File: src/rtl/fma_sched_pkg.sv
// Shared types and helpers for the FMA sharing scheduler.
// The tag index is sized for up to 256 requesters; the top uses only the low bits.
package fma_sched_pkg;

    localparam int unsigned TAG_IDX_W = 8;

    typedef struct packed {
        logic                 v;
        logic [TAG_IDX_W-1:0] idx;
    } tag_t;

    // Signed zero only; denormals have a nonzero mantissa and are not zero.
    function automatic logic fp16_is_zero(input logic [15:0] x);
        return x[14:0] == 15'd0;
    endfunction

endpackage

File: src/rtl/rr_arbiter.sv
// Round-robin arbiter: one-hot grant starting at the rotating pointer.
// The pointer moves just past the winner whenever a grant is issued.
module rr_arbiter #(
    parameter int unsigned N  = 4,
    parameter int unsigned IW = $clog2(N)
) (
    input  logic          clk,
    input  logic          rst_n,
    input  logic [N-1:0]  req,
    input  logic          en,
    output logic [N-1:0]  gnt,
    output logic [IW-1:0] idx
);

    logic [IW-1:0] ptr_q;
    logic [IW-1:0] j;
    logic          found;

    always_comb begin
        gnt   = '0;
        idx   = '0;
        found = 1'b0;
        j     = '0;
        for (int unsigned i = 0; i < N; i++) begin
            j = IW'((32'(ptr_q) + i) % N);
            if (en && !found && req[j]) begin
                found  = 1'b1;
                gnt[j] = 1'b1;
                idx    = j;
            end
        end
    end

    always_ff @(posedge clk or negedge rst_n) begin
        if (!rst_n) begin
            ptr_q <= '0;
        end else if (found) begin
            ptr_q <= (32'(idx) == N - 1) ? '0 : idx + 1'b1;
        end
    end

endmodule

File: src/rtl/fma_share_scheduler.sv
// Shares one pipelined FP16 FMA among NREQ requesters, tagging each in-flight
// op with its requester so the result is routed back in order.
module fma_share_scheduler
    import fma_sched_pkg::*;
#(
    parameter int unsigned NREQ      = 4,
    parameter int unsigned FP_W      = 16,
    parameter int unsigned LATENCY   = 1,
    parameter bit          ZERO_GATE = 1'b1
) (
    input  logic                 i_clk,
    input  logic                 i_rstn,
    input  logic                 i_stall,
    input  logic [NREQ-1:0]      i_req_valid,
    output logic [NREQ-1:0]      o_req_ready,
    input  logic [NREQ*FP_W-1:0] i_req_a,
    input  logic [NREQ*FP_W-1:0] i_req_b,
    input  logic [NREQ*FP_W-1:0] i_req_c,
    output logic [FP_W-1:0]      o_fma_a,
    output logic [FP_W-1:0]      o_fma_b,
    output logic [FP_W-1:0]      o_fma_c,
    output logic                 o_fma_msel,
    output logic                 o_fma_pipeline_en,
    input  logic [FP_W-1:0]      i_fma_result,
    output logic [NREQ-1:0]      o_rsp_valid,
    input  logic [NREQ-1:0]      i_rsp_ready,
    output logic [FP_W-1:0]      o_rsp_data,
    output logic                 o_busy
);

    localparam int unsigned IW = $clog2(NREQ);

    if (LATENCY < 1) begin : g_lat_chk
        $error("fma_share_scheduler: LATENCY must be >= 1");
    end
    if (NREQ < 2 || NREQ > (1 << TAG_IDX_W)) begin : g_nreq_chk
        $error("fma_share_scheduler: NREQ out of range");
    end

    tag_t            tag_q [LATENCY];
    tag_t            tail;
    tag_t            head;
    logic [IW-1:0]   tail_idx;
    logic [IW-1:0]   gnt_idx;
    logic [NREQ-1:0] gnt;
    logic            blocked;
    logic            pipeline_en;
    logic            accept;

    assign tail     = tag_q[LATENCY-1];
    assign tail_idx = tail.idx[IW-1:0];

    if (IW < TAG_IDX_W) begin : g_unused_idx
        logic unused_tail_idx;
        assign unused_tail_idx = ^tail.idx[TAG_IDX_W-1:IW];
    end

    // A response the target cannot take freezes the whole pipe to keep order.
    assign blocked     = tail.v & ~i_rsp_ready[tail_idx];
    assign pipeline_en = ~i_stall & ~blocked;

    // No grants while reset is held, even though the pipe reports enabled.
    rr_arbiter #(
        .N  (NREQ),
        .IW (IW)
    ) u_arb (
        .clk   (i_clk),
        .rst_n (i_rstn),
        .req   (i_req_valid),
        .en    (pipeline_en & i_rstn),
        .gnt   (gnt),
        .idx   (gnt_idx)
    );

    assign accept      = |gnt;
    assign o_req_ready = gnt;
    assign head        = '{v: accept, idx: TAG_IDX_W'(gnt_idx)};

    always_comb begin
        o_fma_a    = '0;
        o_fma_b    = '0;
        o_fma_c    = '0;
        o_fma_msel = ZERO_GATE;
        if (accept) begin
            o_fma_a    = i_req_a[gnt_idx*FP_W +: FP_W];
            o_fma_b    = i_req_b[gnt_idx*FP_W +: FP_W];
            o_fma_c    = i_req_c[gnt_idx*FP_W +: FP_W];
            o_fma_msel = ZERO_GATE &
                         (fp16_is_zero(16'(o_fma_a)) | fp16_is_zero(16'(o_fma_b)));
        end
    end

    always_ff @(posedge i_clk or negedge i_rstn) begin
        if (!i_rstn) begin
            for (int i = 0; i < int'(LATENCY); i++) begin
                tag_q[i] <= '0;
            end
        end else if (pipeline_en) begin
            tag_q[0] <= head;
            for (int i = 1; i < int'(LATENCY); i++) begin
                tag_q[i] <= tag_q[i-1];
            end
        end
    end

    always_comb begin
        o_busy = 1'b0;
        for (int i = 0; i < int'(LATENCY); i++) begin
            o_busy = o_busy | tag_q[i].v;
        end
    end

    assign o_fma_pipeline_en = pipeline_en;
    assign o_rsp_valid       = tail.v ? (NREQ'(1) << tail_idx) : '0;
    assign o_rsp_data        = i_fma_result;

endmodule

File: config.mk
export PLATFORM = sky130hd
export DESIGN_NAME = fma_share_scheduler
export DESIGN_NICKNAME = d
export VERILOG_FILES = /design/src/rtl/fma_sched_pkg.sv /design/src/rtl/rr_arbiter.sv /design/src/rtl/fma_share_scheduler.sv
export SDC_FILE = /design/constraint.sdc
export NUM_CORES = 1
export LEC_CHECK = 0
export CAP_MARGIN = 25
export CORE_AREA = 2 2 113 115
export CTS_BUF_LIST = sky130_fd_sc_hd__clkbuf_4
export DETAILED_ROUTE_END_ITERATION = 10
export DIE_AREA = 0 0 115 117
export HOLD_SLACK_MARGIN = 0.1
export PLACE_DENSITY = 0.7
export SLEW_MARGIN = 20
export SYNTH_ARGS = -nofsm -noshare
export SYNTH_HDL_FRONTEND = slang
export SYNTH_SLANG_ARGS = --single-unit
File: constraint.sdc
create_clock -name i_clk -period 10.4 [get_ports i_clk]
set_clock_uncertainty 0.15 [all_clocks]
set_input_delay 1.56 -clock i_clk [delete_from_list [all_inputs] [get_ports i_clk]]
set_output_delay 1.56 -clock i_clk [all_outputs]
set_load 0.03 [all_outputs]
==> flow_summary.yaml, run 1 <==
setup_path:
  worst-path-max-fanout: 46
  path_common_cell: "clkdlybuf4s50_1"
  crit_required_ns: 8.69
  worstSetupStartpointType: "input pin"
  cp_slowest_cell: "clkdlybuf4s50_1"
  worstSetupPathType: "in2out"
  crit_buf_inv: 3
  worst_ep_arrival_time_ns: 6.20
  worst_path_largest_cell_delay_ns: 0.69
  critPathCaptureType: "primary output"
  critPathTopFamily: "buffers and inverters"
  cp_cell_sequence: "clkdlybuf4s50_1 -> mux4_2 -> nor4b_4 -> a221oi_2 -> nor2_8 -> buf_4 -> mux2i_1 -> a2111oi_0 -> nand4_1 -> nand3b_1 -> clkdlybuf4s50_1"
clock_tree:
  clockBufferDepth: 2
  path_clk_slew_ns: 0.05
  cts_setup_buffers: 0
  cts_sinks: 5
  h-tree-depth: 1
  clock_latency_ns: 0.24
  cts_made_buffers: 3
  ctsHoldBuffers: 0
  cts_tree: "yes"
  cts_root_buf: "clkbuf_4"
  cts_resized: 0
routing:
  vias_per_cell: 4.84
  route.detailed.wl_per_inst_um: 15.8
  vias: 3700
  ant_nets: 0
  drt_pass1_iterations: 4
  drt_first_iter_violations: 240
  drc_errors: 0
  routed_wl_um: 12100
layout:
  fin_cells: 765
  drive_gt1_frac: 0.0374
  nFillCells: 1238
  nets: 841
  synthToLayoutAreaGrowth_pct: 95.4
  seqCellArea_um2: 125
  multi_input_area_um2: 2260
  finish.instance_area_um2: 5270
  diodes: 0
timing:
  relSlewSlack: 0.520
  rsz0062_at_grt: "no"
  finalCriticalPeriod_ns: 7.91
  tightest_slew_ns: 0.720
  fin_crit_sh: 0.760
  fin_hold_ws_ns: 0.393
  finalSetupViolations: 0
  hold_viol_final: 0
  setup_tns_ns: 0
  clock.fmax_mhz: 126
  finalWorstSetupSlack_ns: 2.49
  maxSlewViolCount: 0
placed_design:
  dp.cells: 761
  gp_congestion: 0.898
  io_buffers: 261
  dp_hpwl_um: 9840
  postPlaceCellArea_um2: 5240
  dp_slack_ns: 2.50
yosys:
  synth.distinct_cells: 41
  synth_area_leaders: "mux2i_1 24%, nand2_1 16%, nor2b_1 7.7%"
  async_reset_ff_frac: 1.00
  synthCells: 394
  yosys_warnings: 0
  synth-seq-cells: 5
  yosys.area.top_type: "mux2i_1"
  synthesis.area_um2: 2700
  synth.most_common_cell: "nand2_1"
  synth_edf_count: 0
  avgSynthCellArea_um2: 6.84
  synth_top_area_frac: 0.238
  ys.flop_type: "dfrtp_1"
  synth_common_cells: "114 x nand2_1, 64 x mux2i_1, 33 x nor2b_1"
  synthesis.nets: 619
  synth-seq-area-share: 0.0464
floorplan:
  fp.coreArea_um2: 12300
  die_area_um2: 13500
  rows: 41
  die_y_um: 117
  die_w_um: 115
  ioPinCount: 294
  start_util: 0.219
worst_hold_path:
  min_path_type: "reg2reg"
grt:
  first_global_vias: 3618
  grt_start_max_net_pins: 53
  gr-total-overflow: 0
  grt_use_total: 0.165
  grt_antenna_before_repair: 0
  grt_pass1_wl_um: 17900
power:
  p_leak_nw: 1.96
  powerDensity_nw_per_um2: 202
  vdd.ir_drop.worst_v: 0.000116
flow_run:
  cap_violations: 0
status:
  status: "completed"
[layout make-up]
cell class | instances | share of cell area
repair buffers | 266 | 0.503
well taps | 150 | 0.0356
clock buffers | 3 | 0.00428
clock inverters | 1 | 0.000950
multi-input cells | 336 | 0.429
inverters | 4 | 0.00285
flip-flops and latches | 5 | 0.0238
[final timing paths]
kind	slack, ns	endpoint	cells past startpoint	from
worst max-delay path	2.49	o_fma_msel	11	i_req_valid[3]
worst min-delay path	0.39	tag_q[0]	1	tag_q[0]
worst max register to register	6.68	tag_q[1]	8	u_arb.ptr_q[0]
worst min register to register	0.39	tag_q[0]	1	tag_q[0]
max in group asynchronous	8.44	o_busy	1	i_rstn
min in group asynchronous	1.42	tag_q[1]	1	i_rstn
[where the power goes]
part | internal (mW) | switching [mW]
logic | 0.424 | 0.570
clock network | 0.0139 | 0.00833
registers | 0.0284 | 0.0211
[worst register-to-register path, cell delays in order (launching register included)]
cell	delay, ns
dfrtp_1	0.65
inv_1	0.22
ha_1	0.44
mux4_2	0.54
nor4b_4	0.17
a221oi_2	0.48
or2_2	0.35
buf_4	0.46
nand2_1	0.14
[stage by stage]
stage / util / power, mW
4_1_cts: 0.428 / 1.07
3_5_place_dp: 0.426 / 1.05
6_report: 0.428 / 1.07
2_1_floorplan: - / 0.686
5_1_grt: 0.428 / 1.14
3_3_place_gp: 0.426 / 1.03
[per-layer routing]
metal,track usage,vias up,routed length [um]
met3,0.0268,20,952
met4,0.0386,0,237
met1,0.192,1671,4520
met5,0,-,0
li1,-,1821,-
met2,0.315,188,6350
[registers in the layout (all words and copies together), names as in the netlist]
name	flops
u_arb.ptr_q	2
o_busy	1
tag_q	2
[cells in the final DEF, fill, tap and decap left out, types with 2 or more instances in the layout]
cell               n
nand2_1          114
o21ai_0            5
nor3_1             3
a21oi_1           16
nor2b_1           33
nor4_1             4
mux4_2             4
buf_4              5
inv_1              4
and3b_1            2
mux2i_1           64
a22oi_1           22
a311oi_1          18
nor3b_1            2
and2_1             2
clkdlybuf4s50_1  261
ha_1               6
nor2_1            18
nand4_1            2
a2111oi_0          2
clkbuf_4           3
mux2_2             3
dfrtp_1            5
[kinds of logic (layout without fill, tap and decap cells)]
family	after synthesis	count (layout)	synth area share
XOR/XNOR	1	1	0.00325
AND/OR/NAND/NOR	189	189	0.332
multiplexers	71	71	0.284
flip-flops	5	5	0.0464
AO/OA/AOI/OAI	69	69	0.185
buffers and inverters	53	274	0.122
adder cells (fa/ha/maj)	6	6	0.0278
No activity file was read; power rests on OpenSTA's default activity.
==> inputs of run 2 (changes only) <==
--- a/config.mk
+++ b/config.mk
@@ -6,12 +6,12 @@
 export NUM_CORES = 1
 export LEC_CHECK = 0
 export CAP_MARGIN = 25
-export CORE_AREA = 2 2 113 115
+export CORE_AREA = 2 2 115 117
 export CTS_BUF_LIST = sky130_fd_sc_hd__clkbuf_4
 export DETAILED_ROUTE_END_ITERATION = 10
-export DIE_AREA = 0 0 115 117
+export DIE_AREA = 0 0 117 119
 export HOLD_SLACK_MARGIN = 0.1
-export PLACE_DENSITY = 0.7
+export PLACE_DENSITY = 0.71
 export SLEW_MARGIN = 20
 export SYNTH_ARGS = -nofsm -noshare
 export SYNTH_HDL_FRONTEND = slang
==> constraint.sdc (replaced) <==
create_clock -name i_clk -period 7.05 [get_ports i_clk]
set_clock_uncertainty 0.15 [all_clocks]
set_input_delay 1.0575 -clock i_clk [delete_from_list [all_inputs] [get_ports i_clk]]
set_output_delay 1.0575 -clock i_clk [all_outputs]
set_load 0.03 [all_outputs]
==> run 2 against run 1 <==
Count of clock-buffer cells in the layout is 1 higher; final cell count up 3.9%; largest cell class unchanged; critical path type unchanged; final area up 1.5%; sequential share of layout area hardly changed; worst hold slack got worse by 0.013 ns; wire length grew 6.0%; largest power group unchanged.
==> flow_summary.yaml, run 2 (synthesis results as in run 1) <==
timing:
  maxSlewViolCount: 0
  tightest_slew_ns: 0.737
  clock.fmax_mhz: 153
  finalCriticalPeriod_ns: 6.55
  setup_tns_ns: 0
  hold_viol_final: 0
  finalSetupViolations: 0
  rsz0062_at_grt: "no"
  fin_crit_sh: 0.929
  relSlewSlack: 0.507
setup_path:
  crit_buf_inv: 3
  worst_path_largest_cell_delay_ns: 0.68
  cp_slowest_cell: "clkdlybuf4s50_1"
  critPathCaptureType: "primary output"
  critPathTopFamily: "buffers and inverters"
  r2r_start: "u_arb.ptr_q[0]"
  rrSetupSlack_ns: 3.45
  worst_ep_arrival_time_ns: 5.34
  crit_required_ns: 5.84
  worstReg2RegEnd: "tag_q[1]"
  cp_cell_sequence: "clkdlybuf4s50_1 -> mux4_2 -> nor2b_1 -> o211ai_1 -> a21oi_4 -> buf_12 -> mux2i_1 -> mux2i_1 -> a2111oi_0 -> nand4_1 -> nand3b_1 -> clkdlybuf4s50_1"
  worst-path-stages: 12
  worstSetupPathType: "in2out"
  r2r_cells: 8
  worst-path-max-fanout: 48
  worstSetupStartpointType: "input pin"
floorplan:
  ioPinCount: 294
  fp.coreArea_um2: 12900
  die_w_um: 117
  die_y_um: 119
  start_util: 0.209
  rows: 42
  die_area_um2: 13900
layout:
  most-common-layout-cells: "261 x clkdlybuf4s50_1, 114 x nand2_1, 64 x mux2i_1"
  layout_commonest_cell: "clkdlybuf4s50_1"
  nets: 845
  diodes: 0
  drive_gt1_frac: 0.0436
  fin_cells: 795
  synthToLayoutAreaGrowth_pct: 98.2
power:
  powerDensity_nw_per_um2: 297
  vdd.ir_drop.worst_v: 0.000168
  p_total_mw: 1.59
  p_leak_nw: 1.99
clock_tree:
  cts_sinks: 5
  cts_setup_buffers: 0
  h-tree-depth: 1
  clockBufferDepth: 2
  cts_made_buffers: 3
  clock_latency_ns: 0.24
  ctsHoldBuffers: 0
  path_clk_slew_ns: 0.04
  cts_resized: 0
  cts_root_buf: "clkbuf_4"
  cts_tree: "yes"
worst_hold_path:
  whs_endpoint: "tag_q[0]"
  hold_depth: 1
  min_path_type: "reg2reg"
  hold_start: "tag_q[0]"
routing:
  drt_pass1_iterations: 4
  routed_wl_um: 12800
  route.detailed.wl_per_inst_um: 16.1
  ant_nets: 0
  drt_first_iter_violations: 259
  drc_errors: 0
  vias: 3757
  vias_per_cell: 4.73
grt:
  grt_start_max_net_pins: 51
  grt_antenna_before_repair: 0
  grt_use_total: 0.170
  first_global_vias: 3673
  grt_pass1_wl_um: 18900
  gr-total-overflow: 0
status:
  status: "completed"
placed_design:
  dp_hpwl_um: 10700
  dp.cells: 791
  io_buffers: 261
  gp_congestion: 0.893
flow_run:
  cap_violations: 0
[run 2: report_power, final]
group / internal (mW) / switching, mW / leakage [nW]
clock network: 0.0252 / 0.0107 / 0.0184
logic: 0.635 / 0.845 / 1.91
registers: 0.0420 / 0.0305 / 0.0611
total: 0.702 / 0.886 / 1.99
[run 2: layout make-up]
type / count / area [um2]
multi-input cells: 336 / 2260
inverters: 4 / 15.0
fillers: 1302 / 7530
flip-flops and latches: 5 / 125
repair buffers: 270 / 2690
clock buffers: 4 / 30.0
well taps: 176 / 220
[run 2: how the worst max path moves through the flow]
stage                        to           start  slack, ns
global placement     o_fma_msel  i_req_valid[1]       0.64
floorplan           o_fma_a[15]  i_req_valid[3]       1.76
finish               o_fma_msel  i_req_valid[2]       0.50
CTS                  o_fma_msel  i_req_valid[1]       0.55
global route         o_fma_msel  i_req_valid[0]       0.25
detailed placement   o_fma_msel  i_req_valid[1]       0.55
[run 2: metal layers]
metal | wire length, um | global-route usage | up-vias
li1 | - | - | 1832
met1 | 4760 | 0.191 | 1730
met2 | 6690 | 0.321 | 189
met3 | 1280 | 0.0529 | 6
met4 | 48 | 0.0169 | 0
met5 | 0 | 0 | -
[run 2: worst reg2reg max path, cell delays in order, from the launching register on]
cell and delay (ns):
dfrtp_1 0.65, inv_1 0.20, ha_1 0.44, mux4_2 0.54, nor4b_4 0.17, a221oi_2 0.47, or2_2 0.37, buf_4 0.41
nand2_1 0.09
[run 2: stage by stage]
step / util / area [um2] / hold slack [ns] / setup WS, ns
3_3_place_gp: 0.413 / 5320 / 0.357 / 0.642
2_1_floorplan: - / 2700 / 0.328 / 1.76
4_1_cts: 0.415 / 5350 / 0.384 / 0.545
5_1_grt: 0.415 / 5350 / 0.413 / 0.245
3_5_place_dp: 0.413 / 5320 / 0.369 / 0.552
6_report: 0.415 / 5350 / 0.379 / 0.500
==> inputs of run 3 (changes only) <==
--- a/config.mk
+++ b/config.mk
@@ -5,12 +5,14 @@
 export SDC_FILE = /design/constraint.sdc
 export NUM_CORES = 1
 export LEC_CHECK = 0
+export ABC_CLOCK_PERIOD_IN_PS = 7050
 export CAP_MARGIN = 25
 export CORE_AREA = 2 2 115 117
 export CTS_BUF_LIST = sky130_fd_sc_hd__clkbuf_4
 export DETAILED_ROUTE_END_ITERATION = 10
 export DIE_AREA = 0 0 117 119
 export HOLD_SLACK_MARGIN = 0.1
+export MAX_ROUTING_LAYER = met4
 export PLACE_DENSITY = 0.71
 export SLEW_MARGIN = 20
 export SYNTH_ARGS = -nofsm -noshare
==> run 3 against run 2 <==
Wire length is 0.10% lower; count of clock-buffer cells in the layout unchanged; largest power group unchanged; non-clock buffer count stayed put; clock power about the same.
==> flow_summary.yaml, run 3 (synthesis results as in run 1) <==
timing:
  finalSetupViolations: 0
  setup_tns_ns: 0
  hold_viol_final: 0
  fin_hold_ws_ns: 0.379
  tightest_slew_ns: 0.733
  maxSlewViolCount: 0
  clock.fmax_mhz: 154
  fin_crit_sh: 0.922
  finalCriticalPeriod_ns: 6.50
  relSlewSlack: 0.511
  rsz0062_at_grt: "no"
layout:
  diodes: 0
  nets: 845
  drive_gt1_frac: 0.0436
  layout_commonest_cell: "clkdlybuf4s50_1"
  most-common-layout-cells: "261 x clkdlybuf4s50_1, 114 x nand2_1, 64 x mux2i_1"
  synthToLayoutAreaGrowth_pct: 98.2
  nFillCells: 1302
floorplan:
  start_util: 0.209
  die_y_um: 119
  rows: 42
  die_area_um2: 13900
  die_w_um: 117
  fp.coreArea_um2: 12900
  ioPinCount: 294
clock_tree:
  ctsHoldBuffers: 0
  clockBufferDepth: 2
  cts_tree: "yes"
  path_clk_slew_ns: 0.04
  cts_setup_buffers: 0
  clock_latency_ns: 0.24
  cts_made_buffers: 3
  cts_root_buf: "clkbuf_4"
  h-tree-depth: 1
  cts_sinks: 5
  cts_resized: 0
power:
  powerDensity_nw_per_um2: 297
  p_leak_nw: 1.99
  vdd.ir_drop.worst_v: 0.000169
setup_path:
  worst-path-max-fanout: 48
  worstReg2RegEnd: "tag_q[1]"
  rrSetupSlack_ns: 3.46
  crit_required_ns: 5.84
  crit_end: "o_fma_msel"
  cp_slowest_cell: "clkdlybuf4s50_1"
  r2r_cells: 8
  worstSetupPathType: "in2out"
  worst-path-stages: 12
  cp_cell_sequence: "clkdlybuf4s50_1 -> mux4_2 -> nor2b_1 -> o211ai_1 -> a21oi_4 -> buf_12 -> mux2i_1 -> mux2i_1 -> a2111oi_0 -> nand4_1 -> nand3b_1 -> clkdlybuf4s50_1"
  crit_buf_inv: 3
  worstSetupStartpointType: "input pin"
  worst_path_largest_cell_delay_ns: 0.68
  startpoint: "i_req_valid[2]"
  critPathTopFamily: "buffers and inverters"
  critPathCaptureType: "primary output"
  worst_ep_arrival_time_ns: 5.30
  r2r_start: "u_arb.ptr_q[0]"
routing:
  routed-wl-met3_um: 1210
  drt_pass1_iterations: 6
  top_layer: "met4"
  route.detailed.wl_per_inst_um: 16.1
  drt_first_iter_violations: 280
  vias: 3747
  routed_wl_um: 12800
  route.met2.wl_um: 6640
  drc_errors: 0
  drt-met1-wl_um: 4860
  ant_nets: 0
  vias_per_cell: 4.71
status:
  status: "completed"
placed_design:
  dp_hpwl_um: 10700
  gp_congestion: 0.908
  io_buffers: 261
grt:
  grt_start_max_net_pins: 51
  grt_antenna_before_repair: 0
  grt_pass1_wl_um: 18800
  grt_use_total: 0.175
  first_global_vias: 3675
  gr-total-overflow: 0
worst_hold_path:
  min_path_type: "reg2reg"
flow_run:
  cap_violations: 0
[run 3: worst min-delay path by stage]
stage / slack, ns / endpoint / startpoint / depth (start not counted)
global route: 0.41 / tag_q[0] / tag_q[0] / 1
CTS: 0.38 / tag_q[0] / tag_q[0] / 1
detailed placement: 0.37 / tag_q[0] / tag_q[0] / 1
finish: 0.38 / tag_q[0] / tag_q[0] / 1
floorplan: 0.33 / tag_q[0] / tag_q[0] / 1
global placement: 0.36 / o_busy / o_busy / 2
[run 3: cell type report]
cell class                 instances  area, um2  area share
timing repair buffer             270       2690       0.504
multi-input combinational        336       2260       0.423
tap                              176        220      0.0412
sequential                         5        125      0.0234
clock buffer                       4       30.0     0.00562
inverter                           4       15.0     0.00281
[run 3: power by group]
group | switching (mW) | internal [mW] | total [mW]
combinational | 0.843 | 0.635 | 1.48
sequential | 0.0304 | 0.0420 | 0.0723
clock | 0.0107 | 0.0252 | 0.0359
total | 0.885 | 0.702 | 1.59
[run 3: stage by stage]
stage	utilization	std cells	instance area (um2)	setup slack (ns)	total power, mW
global placement	0.413	791	5320	0.642	1.53
floorplan	-	394	2700	1.76	1.01
finish	0.415	795	5350	0.546	1.59
CTS	0.415	795	5350	0.545	1.59
global route	0.415	795	5350	0.251	1.69
detailed placement	0.413	791	5320	0.552	1.55
[run 3: routing by layer]
layer / vias up / GRT usage
met5: - / -
met4: 0 / 0.0169
met3: 8 / 0.0453
met2: 187 / 0.319
met1: 1723 / 0.197
li1: 1829 / -
